--- config.mk ---
export PLATFORM = sky130hd
export DESIGN_NAME = tawas_thread_sched
export DESIGN_NICKNAME = d
export VERILOG_FILES = /design/src/rtl/tawas_thread_sched.sv
export SDC_FILE = /design/constraint.sdc
export NUM_CORES = 1
export LEC_CHECK = 0
export ABC_AREA = 1
export CAP_MARGIN = 20
export CORE_ASPECT_RATIO = 2
export CORE_MARGIN = 1.5
export CORE_UTILIZATION = 35
export DETAILED_ROUTE_END_ITERATION = 8
export PLACE_DENSITY = 0.65
export SYNTH_ARGS = -nofsm -noshare
export SYNTH_HDL_FRONTEND = slang
export SYNTH_SLANG_ARGS = --single-unit
--- constraint.sdc ---
create_clock -name clk -period 9.3 [get_ports clk]
set_input_delay 1.395 -clock clk [delete_from_list [all_inputs] [get_ports clk]]
set_output_delay 1.395 -clock clk [all_outputs]
set_load 0.02 [all_outputs]
--- src/rtl/tawas_thread_sched.sv ---
// tawas_thread_sched -- barrel-thread scheduler for the Tawas multi-threaded core.
//
// Issues at most one hardware thread per cycle and carries it through a DEPTH-stage
// pipeline (load .. store). A thread that is still in stages 0..DEPTH-2 may not be
// issued again. A thread in the store stage may be issued again, because its
// writeback completes before its next load.
//
// Optional feature macro: TAWAS_SCHED_STATS_EN
//   When defined, the issue and bubble counters are built.
//   When undefined, stat_issue and stat_idle are tied to zero.
//
// Ports:
//   clk, rst                    clock, synchronous active-high reset
//   thread_mask[THREADS]        1 = thread enabled
//   rcn_stall[THREADS]          1 = thread blocked on an outstanding RCN load
//   halt                        issue nothing; the pipeline drains
//   thread_load_en/_load        stage 0 valid / thread id
//   thread_decode_en/_decode    stage 1 valid / thread id
//   thread_store_en/_store      stage DEPTH-1 valid / thread id
//   busy[THREADS]               thread present in any stage
//   stat_issue, stat_idle       issued-slot and bubble-slot counters

// Per-thread lane: decides whether this thread is in flight (hazard) or busy,
// and whether it is eligible for issue.
module tawas_thread_sched_lane #(
    parameter int TW    = 5,
    parameter int DEPTH = 3,
    parameter int TID   = 0
) (
    input  logic [DEPTH-1:0]         vld_pipe,
    input  logic [DEPTH-1:0][TW-1:0] id_pipe,
    input  logic                     thread_mask,
    input  logic                     rcn_stall,
    input  logic                     halt,
    output logic                     elig,
    output logic                     busy
);
    localparam logic [TW-1:0] ID = TW'(TID);

    logic inflight;

    always_comb begin
        inflight = 1'b0;
        busy     = 1'b0;
        for (int k = 0; k < DEPTH; k++) begin
            if (vld_pipe[k] && (id_pipe[k] == ID)) begin
                busy = 1'b1;
                // The store stage does not block re-issue.
                if (k < DEPTH - 1) inflight = 1'b1;
            end
        end
    end

    assign elig = thread_mask & ~rcn_stall & ~inflight & ~halt;
endmodule

module tawas_thread_sched #(
    parameter int THREADS   = 32,
    parameter int TW        = 5,
    parameter int DEPTH     = 3,
    parameter int SKIP_MODE = 1
) (
    input  logic               clk,
    input  logic               rst,
    input  logic [THREADS-1:0] thread_mask,
    input  logic [THREADS-1:0] rcn_stall,
    input  logic               halt,
    output logic               thread_load_en,
    output logic [TW-1:0]      thread_load,
    output logic               thread_decode_en,
    output logic [TW-1:0]      thread_decode,
    output logic               thread_store_en,
    output logic [TW-1:0]      thread_store,
    output logic [THREADS-1:0] busy,
    output logic [31:0]        stat_issue,
    output logic [31:0]        stat_idle
);
    // Candidate arithmetic uses one extra bit so that ptr+i (i up to THREADS)
    // can wrap at a non-power-of-2 thread count by a single subtraction.
    localparam int XW = TW + 1;

    logic [DEPTH-1:0]         vld_pipe;
    logic [DEPTH-1:0][TW-1:0] id_pipe;
    logic [TW-1:0]            ptr;
    logic [THREADS-1:0]       elig;
    logic [2**XW-1:0]         elig_x;
    logic [TW-1:0]            slot;
    logic                     pick_vld;
    logic [TW-1:0]            pick_id;

    for (genvar t = 0; t < THREADS; t++) begin : g_lane
        tawas_thread_sched_lane #(
            .TW    (TW),
            .DEPTH (DEPTH),
            .TID   (t)
        ) u_lane (
            .vld_pipe    (vld_pipe),
            .id_pipe     (id_pipe),
            .thread_mask (thread_mask[t]),
            .rcn_stall   (rcn_stall[t]),
            .halt        (halt),
            .elig        (elig[t]),
            .busy        (busy[t])
        );
    end

    // The zero-extended copy lets the wider candidate index address it directly.
    // Unused ids are never eligible.
    assign elig_x = {{(2**XW - THREADS){1'b0}}, elig};

    assign slot = (ptr == TW'(THREADS - 1)) ? '0 : ptr + 1'b1;

    always_comb begin
        logic [XW-1:0] cand;
        pick_vld = 1'b0;
        pick_id  = '0;
        cand     = '0;
        if (SKIP_MODE != 0) begin
            // Round-robin: the first eligible thread after ptr, wrapping.
            for (int i = 1; i <= THREADS; i++) begin
                cand = {1'b0, ptr} + XW'(i);
                if (cand >= XW'(THREADS)) cand = cand - XW'(THREADS);
                if (!pick_vld && elig_x[cand]) begin
                    pick_vld = 1'b1;
                    pick_id  = cand[TW-1:0];
                end
            end
        end else begin
            // Fixed slot: an ineligible slot becomes a bubble.
            pick_vld = elig_x[{1'b0, slot}];
            pick_id  = slot;
        end
    end

    always_ff @(posedge clk) begin
        if (rst) begin
            vld_pipe <= '0;
            id_pipe  <= '0;
            ptr      <= TW'(THREADS - 1);
        end else begin
            vld_pipe <= {vld_pipe[DEPTH-2:0], pick_vld};
            id_pipe  <= {id_pipe[DEPTH-2:0], pick_id};
            if (SKIP_MODE != 0) begin
                if (pick_vld) ptr <= pick_id;
            end else if (!halt) begin
                ptr <= slot;
            end
        end
    end

    assign thread_load_en   = vld_pipe[0];
    assign thread_load      = id_pipe[0];
    assign thread_decode_en = vld_pipe[1];
    assign thread_decode    = id_pipe[1];
    assign thread_store_en  = vld_pipe[DEPTH-1];
    assign thread_store     = id_pipe[DEPTH-1];

`ifdef TAWAS_SCHED_STATS_EN
    logic [31:0] issue_cnt;
    logic [31:0] idle_cnt;

    // Every cycle out of reset counts exactly one slot: an issue or a bubble.
    // Halt cycles count as bubbles.
    always_ff @(posedge clk) begin
        if (rst) begin
            issue_cnt <= '0;
            idle_cnt  <= '0;
        end else if (pick_vld) begin
            issue_cnt <= issue_cnt + 32'd1;
        end else begin
            idle_cnt  <= idle_cnt + 32'd1;
        end
    end

    assign stat_issue = issue_cnt;
    assign stat_idle  = idle_cnt;
`else
    assign stat_issue = 32'h0;
    assign stat_idle  = 32'h0;
`endif
endmodule

### Yosys cells after proc, flatten, opt, wreduce, memory -nomap -nowiden

Cells that the tools add are included.

| word-level totals | value |
|---|---|
| register bits | 23 |
| input port bits | 67 |
| output and inout port bits | 114 |

| cells by class | value |
|---|---|
| $add $sub $neg | 64 |
| $lt $le $gt $ge | 64 |
| equality and inequality tests | 93 |
| multiplexer cells | 256 |
| bitwise gates (word level) | 161 |
| reduce and logical (&&, ||, !) cells | 161 |

Operators with widths:

| kind | number |
|---|---|
| 5-bit equality test, second input constant | 48 |
| 6-bit by 7-bit less-than comparator with 1-bit output, second input constant | 32 |
| 1-bit binary-select mux with 6-bit select | 32 |
| 6-bit >= comparator, second input constant | 32 |
| 6-bit 2-to-1 mux | 32 |
| 6-bit subtractor, second input constant | 32 |
| 1-bit 2-to-1 mux | 160 |
| 5-bit 2-to-1 mux | 32 |
| 1-bit logical AND | 127 |
| 5-bit by 4-bit equality test with 1-bit output, second input constant | 24 |
| 5-bit by 5-bit adder with 6-bit output, second input constant | 16 |
| 1-bit bitwise AND | 96 |
| 1-bit inverter | 65 |
| 5-bit by 3-bit equality test with 1-bit output, second input constant | 12 |
| 5-bit by 4-bit adder with 6-bit output, second input constant | 8 |
| 1-bit logical NOT | 31 |
| 5-bit by 2-bit equality test with 1-bit output, second input constant | 6 |
| 5-bit by 3-bit adder with 6-bit output, second input constant | 4 |
| 5-bit by 1-bit equality test with 1-bit output, second input constant | 3 |
| 5-bit logical NOT | 3 |
| 5-bit by 2-bit adder with 6-bit output, second input constant | 2 |
| 5-bit by 1-bit adder with 6-bit output, second input constant | 1 |
| 5-bit by 6-bit adder with 6-bit output, second input constant | 1 |

### Longest topological paths before layout

Gate-level depths: netlist (run 1).

| depth | value |
|---|---|
| depth after elaboration | 103 |
| gate-level depth with buffers | 37 |
| depth with buffers taken out | 36 |

### Hierarchy

From an unflattened synthesis (run 1), not the netlist that was laid out.

| second synthesis, totals | value |
|---|---|
| cells, all modules | 1697 |
| area, all modules | 8637.0 µm² |

Modules (own cells, without submodules):

| module | times used | cells an instance | area an instance (µm²) | seq. area each (µm²) |
|---|---|---|---|---|
| tawas_thread_sched | 1 | 983 | 5315.1 | 460.4 |
| tawas_thread_sched_lane (g_lane[10].u_lane ...) | 10 | 22 | 115.1 | 0.0 |
| tawas_thread_sched_lane (g_lane[21].u_lane ...) | 4 | 24 | 115.1 | 0.0 |
| tawas_thread_sched_lane (g_lane[15].u_lane ...) | 3 | 24 | 100.1 | 0.0 |
| tawas_thread_sched_lane (g_lane[11].u_lane ...) | 2 | 23 | 108.9 | 0.0 |
| tawas_thread_sched_lane (g_lane[23].u_lane ...) | 2 | 24 | 103.8 | 0.0 |
| tawas_thread_sched_lane (g_lane[13].u_lane ...) | 2 | 23 | 102.6 | 0.0 |
| tawas_thread_sched_lane (g_lane[1].u_lane ...) | 2 | 22 | 92.6 | 0.0 |
| tawas_thread_sched_lane (g_lane[4].u_lane ...) | 2 | 20 | 87.6 | 0.0 |
| tawas_thread_sched_lane (g_lane[19].u_lane) | 1 | 21 | 90.1 | 0.0 |
| tawas_thread_sched_lane (g_lane[28].u_lane) | 1 | 21 | 86.3 | 0.0 |
| tawas_thread_sched_lane (g_lane[16].u_lane) | 1 | 19 | 81.3 | 0.0 |
| tawas_thread_sched_lane (g_lane[31].u_lane) | 1 | 21 | 81.3 | 0.0 |
| tawas_thread_sched_lane (g_lane[0].u_lane) | 1 | 20 | 80.1 | 0.0 |

### Worst setup path before layout (run 1)

No wires, ideal clock.

| timing | value |
|---|---|
| path kind | register -> register |
| start point | register ptr[1] |
| end point | register ptr[1] |
| library setup time | 0.064 ns |
| arrival | 4.994 ns |
| slack | 4.242 ns |
| stages on the path, launching flop included | 34 |
| buffers on the path | 4 |
| period minus slack after synthesis | 5.058 ns |
| cell sequence | dfxtp_1 clkbuf_1 inv_1 clkbuf_1 buf_1 ha_1 inv_1 buf_1 nand3_1 nand3_1 nand3_1 nand3_1 nand2_1 nor2_4 nand4_1 nor2_2 nand4_2 nor2_4 nand4_2 nor2_4 nand4_2 nor2_4 nand4_2 nor2_4 nand4_4 nor2_8 nand4_4 nor2_4 nand2_2 nor2_4 nand2_1 nand2_1 inv_1 nand3_1 |

| on the way | value |
|---|---|
| longest elaborated chain between the ends | 99 |
| elaborated cells on any way between the ends | 318 |
| classes of those cells | add/sub: 64; order compare: 32; mux: 160; reduce/logical: 62 |

RTL lines:

| item | RTL line | RTL |
|---|---|---|
| start: declaration | 84 | `logic [TW-1:0] ptr;` |
| start signal: assignment | 139 | `ptr <= TW'(THREADS - 1);` |
| start signal: assignment | 144 | `if (pick_vld) ptr <= pick_id;` |
| start signal: assignment | 146 | `ptr <= slot;` |
| 5-bit by 1-bit adder with 6-bit output | 121 | `cand = {1'b0, ptr} + XW'(i);` |
| 6-bit subtractor / 6-bit >= comparator (equally long branches) | 122 | `if (cand >= XW'(THREADS)) cand = cand - XW'(THREADS);` |
| 6-bit 2-to-1 mux | 122 |  |
| 1-bit binary-select mux with 6-bit select | 123 | `if (!pick_vld && elig_x[cand]) begin` |
| 1-bit 2-to-1 mux (implied by the code) | 123 |  |
| 1-bit 2-to-1 mux | 123 |  |
| 1-bit logical NOT | 123 |  |
| 1-bit logical AND | 123 |  |
| [... 83 more ...] | - |  |
| 1-bit logical AND | 123 |  |
| 1-bit 2-to-1 mux | 123 |  |
| 1-bit logical NOT | 123 |  |
| 1-bit logical AND | 123 |  |
| 1-bit 2-to-1 mux | 123 |  |
| 1-bit logical NOT | 123 |  |
| 1-bit logical AND | 123 |  |
| 5-bit 2-to-1 mux / 1-bit 2-to-1 mux (equally long branches) | 123 |  |

Parallel ways exist; a longest one is shown, timed or not. The select of a mux whose other input is x is not followed.
A chain may end at the register's enable or synchronous reset.

### Worst setup path in the final report (run 1)

| timing | value |
|---|---|
| start point | register ptr[0] |
| end point | register ptr[3] |

The elaborated chain is that of the path after synthesis.

==> results of run 1 <==
state kept, by name (all words and copies together), names as in the netlist:
signal and count:
vld_pipe 3, thread_store 5, ptr 5, thread_decode 5, thread_load 5
final cells by class:
cell class	count	share of cell area, %
Clock buffer	4	0.955
Inverter	118	5.37
Multi-Input combinational cell	1145	68.8
Sequential cell	23	5.60
Tap cell	266	4.03
Timing Repair Buffer	129	15.3
critical path: cells and delay by family, from the launching register on:
family                     cells  cell delay [ns]
buffers and inverters          4             1.79
DFF                            1             0.32
and+or+nand+nor               25             4.05
adders and majority gates      1             0.36
Yosys cell counts (all sizes together):
master and count:
o211ai 32, nand3 321, clkbuf 24, nor3 4
nand2 328, conb 1, dfxtp 23, a21oi 8
nand3b 3, clkinv 2, or2 2, o2111ai 3
buf 123, xnor2 2, a31oi 15, nor2 178
inv 116, and2 1, o21a 6, o21ai 26
nor3b 31, ha 13, nor4b 1, nand4 94
xor2 13
logic make-up after synthesis:
kind of cell               after synthesis  synth area share [%]
AOI/OAI and AO/OA                       90                  8.06
xor gates and xnor gates                15                  1.81
adders and majority gates               13                  2.23
buffers and inverters                  265                  19.0
DFF                                     23                  6.33
other                                    1                0.0515
and+or+nand+nor                        963                  62.5
per-layer routing:
layer	global-route usage [%]	routed length [um]	vias to the layer above	share of wire, %
met3	4.58	2390	223	6.5
met4	31.3	4220	0	12
met2	61.2	18200	643	50
met5	0	0	-	0
li1	-	-	4599	-
met1	30.4	11700	4436	32
per-stage QoR:
step                      cell area [sq um]  setup slack (ns)  hold WS (ns)  cells
after floorplan                        7510              4.24         0.533   1433
after global placement                 8170              2.77         0.467   1681
after detailed placement               8170              2.77         0.469   1681
after CTS                              8250              2.77         0.479   1685
after global routing                   8250              2.09         0.503   1685
final                                  8250              2.63         0.477   1685
final timing paths:
check,from,endpoint,slack [ns],cells past startpoint
worst max-delay path,ptr[0],ptr[3],2.63,30
worst min-delay path,thread_decode[4],thread_store[4],0.48,2
worst max register to register,ptr[0],ptr[3],2.63,30
worst min register to register,thread_decode[4],thread_store[4],0.48,2
==> results.md, run 1 <==
Global route:
- The number of antenna violations at the first check in global routing came to 0.
- Entering global routing, the biggest net connects 60 pins.
- The total congestion overflow is 0.
- Global routing used between 30% and 40% of the available tracks.
- The wire length of the first global-routing pass is around 54 mm.
- The via count of the first global-routing pass was around 9,300.

Setup path:
- In this run the worst path has a maximum fanout of 53.
- The slowest stage of the critical path is the sky130_fd_sc_hd__inv_1 cell.
- STA puts the critical path data arrival time at 6.87 ns.
- The largest single stage delay on the critical path is between 0.8 and 0.9 ns.
- The worst setup path is launched from a flip-flop.
- The sort of element at the end of the critical path is a flip-flop.
- The cell repeated most along the worst path is sky130_fd_sc_hd__nor2_4.
- STA puts the critical path data required time at 9.50 ns.
- The critical path is of the flip-flop to flip-flop type.

Logic synthesis:
- The cell area after technology mapping is approximately 7300 sq um.
- During synthesis, Yosys emitted a total of 0 warnings.
- The number of different library cells used by synthesis comes to 38.
- The dominant cell type by area after synthesis is sky130_fd_sc_hd__nand3_1.
- By area the synthesized netlist is led by sky130_fd_sc_hd__nand3_1 22%, sky130_fd_sc_hd__nand2_1 17%, sky130_fd_sc_hd__buf_4 10%.
- The count of mapped cells out of synthesis is 1,370.
- The fraction of synthesized cell area taken by the top area cell type is 22.1%.
- The synthesized design contains 23 register bits.
- Summing the sequential cell areas from Yosys gives 6.33% of the chip area.
- The per-instance average area after synthesis is roughly 5.3 sq um.

Status:
- The flow ran to the end, and the final reports show no timing, DRC or antenna violations.

Clock network:
- The quantity of gates resized following cts is 0.
- The total number of H-tree levels is 1.
- The post-CTS clock slew at the launch and capture registers of the worst setup and hold paths is ~0.06 ns.
- The number of hold buffers added after CTS was 0.
- The clock passes through at most 2 buffers.
- The number of setup buffers added after CTS is 0.
- Clock tree synthesis selected as its root buffer the cell sky130_fd_sc_hd__clkbuf_16.
- Counting every sink on the clock net gives 23.
- The later pin in the worst-skew pair is clocked with a latency of 0.26 ns.
- TritonCTS created 3 clock buffers.
- TritonCTS built the clock tree.

Detailed routing:
- In the routed design, unresolved DRC markers number 0.
- The iteration count of the initial detailed-routing pass is 6.
- The average vias per placed instance is 5.88.
- In this run the remaining antenna-violating nets after routing total 0.
- For this block, the via count after detailed routing is 9,901.
- The final layout contains routed wiring with a total length of between 30 and 40 mm.
- Dividing the detail-routed wire length by the instance count gives 21.6 um.
- The detailed router finished its first iteration with 846 violations.

Die:
- The initialized floorplan defines 74 standard-cell rows.
- The core area is ~20,000 sq um.
- The floorplan step defined a die boundary enclosing roughly 22,000 sq um.
- Once the floorplan was initialized, standard cells occupied between 30 and 40% of the core.
- The die is 105 um wide.
- The total I/O pin count is 181.
- Measured along the y axis, the die boundary spans ~210 um.

STA:
- Measured against its own limit, the worst slew margin works out to 27.1%.
- The clock skew after layout is 0.00353 ns.
- The final critical-path required period is 6.67 ns.
- The final sum of negative setup slack is 0 ns.
- The transition at the pin with the smallest max-transition slack is 1.09 ns.
- The hold violation total from the final report is 0.
- The count of final setup violators is 0.
- The share of the cycle needed by the critical path after routing is 71.7%.
- The count of final max-slew check failures was 0.
- The achievable clock frequency is 0.150 GHz.
- Setup repair after global routing left no endpoint under its margin.

Worst hold path:
- The worst hold path belongs to the class flip-flop to flip-flop.

Layout:
- The number of antenna diodes in the final layout is 0.
- Of the cells placed in the final design, the portion with a size suffix greater than 1 is 3.95%.
- In the layout the commonest cells are 326 x sky130_fd_sc_hd__nand2_1, 321 x sky130_fd_sc_hd__nand3_1, 163 x sky130_fd_sc_hd__nor2_1, 116 x sky130_fd_sc_hd__clkdlybuf4s50_1, 104 x sky130_fd_sc_hd__inv_1.
- For this run, the share of the core covered by cells in the final layout is 40.5%.
- The growth of design area from synthesis to finish is 13.4%.
- The most frequent standard cell in the layout excluding fill and tap cells is sky130_fd_sc_hd__nand2_1.
- The storage element area is 462 sq um.
- The number of filler instances in the final layout is 2,344.
- In the final design database the tool counted roughly 1,500 nets.
- The multi-input combinational cell area is 5680 sq um.

Place:
- The count of buffers inserted at the top-level ports is 116.
- The congestion estimate from routability-driven global placement came to 1.06.
- Detailed placement finished with a half-perimeter wire length of approximately 29 mm.

Job:
- The total of max-cap violations is 0.
Power of run 1 is left out: the tool's default activity adds up to more than one toggle a clock period on the data nets, which glitch-free logic cannot reach.
==> inputs of run 2 (changes only) <==
Clock period 9.3 ns to 6.95 ns, I/O delays scaled along.
==> run 2 against run 1 <==
Hold slack better by 0.0035 ns. Non-clock buffer count increased by 16. Via count fell by 1.7%. Design area up 1.4%. Critical path type is now input pin to flip-flop. Sequential cell count is the same. Critical path depth unchanged. Wire length grew 0.33%. Utilization is 0.57 points higher.
==> results.md, run 2 (synthesis results as in run 1) <==
Status:
- The flow ran to the end, and the final reports show no timing, DRC or antenna violations.

STA:
- Setup violations remaining at the end of the flow were counted as 0.
- Setup repair after global routing left no endpoint under its margin.
- The share of the cycle needed by the critical path after routing is 82.5%.
- The achievable clock frequency is roughly 0.17 GHz.
- Headroom to the max-slew limit came out at 41.1%.
- In the final timing run, aggregate negative setup slack is 0 ns.
- The hold violation total from the final report came to 0.
- The post-route worst setup slack is 1.22 ns.
- The clock period could shrink to 5.73 ns.
- Across the routed clock network, the largest skew measured is 0.00569 ns.
- The count of final max-slew check failures is 0.
- At the pin with the least slew margin, the transition time is 0.874 ns.

Detailed routing:
- The detailed router finished its first iteration with 676 violations.
- The top routing layer in use is met4.
- After detailed routing, the average wire length per cell comes to about 21 um.
- After detailed routing, the number of vias per cell comes to 5.72.
- For this block, the routed nets add up to 36.6 mm of wire.
- The post-route DRC violation count is 0.
- The overall via count from detail_route is 9,735.
- In the final routing, the length of wire on met1 measures 11.4 mm.
- The first detailed-routing pass took 7 iterations.
- The sum of met2 wire segment lengths after detailed routing is 18.8 mm.
- The detail route stage leaves a number of antenna-violating nets equal to 0.
- The routed design uses a little under 2 mm of met3 wire.

Layout:
- From synthesis to final layout, the design area changed by 15.0%.
- The layout has between 2,000 and 2,500 filler cells.
- At the end of the flow, the number of nets in the layout was 1,516.
- The storage element area is around 460 sq um.
- Once layout is complete, the utilization of the core stands at 41.1%.
- The most frequent standard cell in the layout excluding fill and tap cells is sky130_fd_sc_hd__nand2_1.
- The share of post-route cells with drive strength above 1 is 5.02%.
- 0 antenna diodes ended up in the layout.
- The top cell types in the final layout, fill and taps aside, are 326 x sky130_fd_sc_hd__nand2_1, 321 x sky130_fd_sc_hd__nand3_1, 163 x sky130_fd_sc_hd__nor2_1, 116 x sky130_fd_sc_hd__clkdlybuf4s50_1, 104 x sky130_fd_sc_hd__inv_1.
- The multi-input combinational cells in the finished layout cover a total of 5670 sq um.

Setup path:
- The classification of the worst setup path is input pin to flip-flop.
- The most numerous cell type found on the critical path is sky130_fd_sc_hd__nor2_1.
- Data arrives at the worst endpoint at 5.88 ns.
- The critical path required time is between 7 and 8 ns.
- The highest-delay cell along the critical path is sky130_fd_sc_hd__nor3b_1.
- The worst setup path is launched from an input pin.
- The maximum single-stage delay on the critical path is 0.66 ns.
- Of all nets on the critical path, the largest fanout is 32.
- The sort of element at the end of the critical path is a flip-flop.

Die:
- The initial standard-cell utilization of the core is 35.7%.
- From bottom edge to top edge, the die measures slightly above 200 um.
- After floorplanning, the core was divided into 74 placement rows.
- The die covers 21,700 sq um.
- In this run the horizontal extent of the chip is approximately 100 um.
- The total I/O pin count is approximately 180.
- The core area is ~20,000 sq um.

Place:
- Input and output buffers added on the ports amount to 116.
- Routability-driven placement finished with a final weighted congestion of around 1.1.
- Prior to clock tree synthesis, the placed netlist has a worst setup slack of slightly above 1 ns.
- The HPWL after detailed placement is 30.4 mm.

Global route:
- The total overflow left after global routing is 0.
- Entering global routing, the biggest net connects 53 pins.
- The via count of the first global-routing pass came to 9,476.
- The first global-routing pass estimated 54.0 mm of wire.
- The number of antenna violations at the first check in global routing is 0.
- In the global route stage, overall resource usage came out at 32.9%.

Clock network:
- The post-CTS clock slew at the launch and capture registers of the worst setup and hold paths is 0.07 ns.
- The number of buffers on the longest clock path is 2.
- The total number of H-tree levels is 1.
- TritonCTS built the clock tree.
- In this run, post-CTS hold repair placed 0 buffers.
- The clock reaches the later pin of the worst-skew pair after 0.27 ns.
- The total clock buffers created by CTS is 3.
- The root buffer selected by CTS is sky130_fd_sc_hd__clkbuf_16.
- The number of setup buffers added after CTS is 0.
- The quantity of gates resized following cts is 0.
- Counting every sink on the clock net gives 23.

Worst hold path:
- The type of the worst min-delay path is flip-flop to flip-flop.

Job:
- The tool flagged a number of max-cap violations equal to 0.
run 2: path summary, 6_finish.rpt:
check	depth (start not counted)	start	endpoint	slack [ns]
hold / removal	2	thread_decode[4]	thread_store[4]	0.48
hold reg to reg	2	thread_decode[4]	thread_store[4]	0.48
setup / recovery	30	halt	ptr[1]	1.22
setup reg to reg	29	ptr[1]	thread_load[4]	1.42
run 2: final cells by class:
class                      count  area share, %
clock inverter                 1         0.0897
clock buffer                   3          0.897
inverter                     118           5.29
timing repair buffer         145           16.5
sequential                    23           5.52
multi-input combinational   1145           67.7
tap                          266           3.98
run 2: stage by stage:
stage	area [sq um]	std cells	hold slack, ns
2_1_floorplan	7510	1433	0.533
3_3_place_gp	8290	1697	0.464
3_5_place_dp	8290	1697	0.469
4_1_cts	8370	1701	0.479
5_1_grt	8370	1701	0.508
6_report	8370	1701	0.481
run 2: worst max-delay path: cells and delay by family:
kind	cells	cell delay, ns
AND/OR/NAND/NOR	25	3.32
AO/OA/AOI/OAI	2	0.73
buffers and inverters	3	0.77
run 2: routing by layer:
layer  vias up  track usage [%]
li1       4630                -
met1      4365             28.1
met4         0             34.3
met2       541             63.0
met3       199             4.08
met5         -                0
Power of run 2 is left out for the same reason.
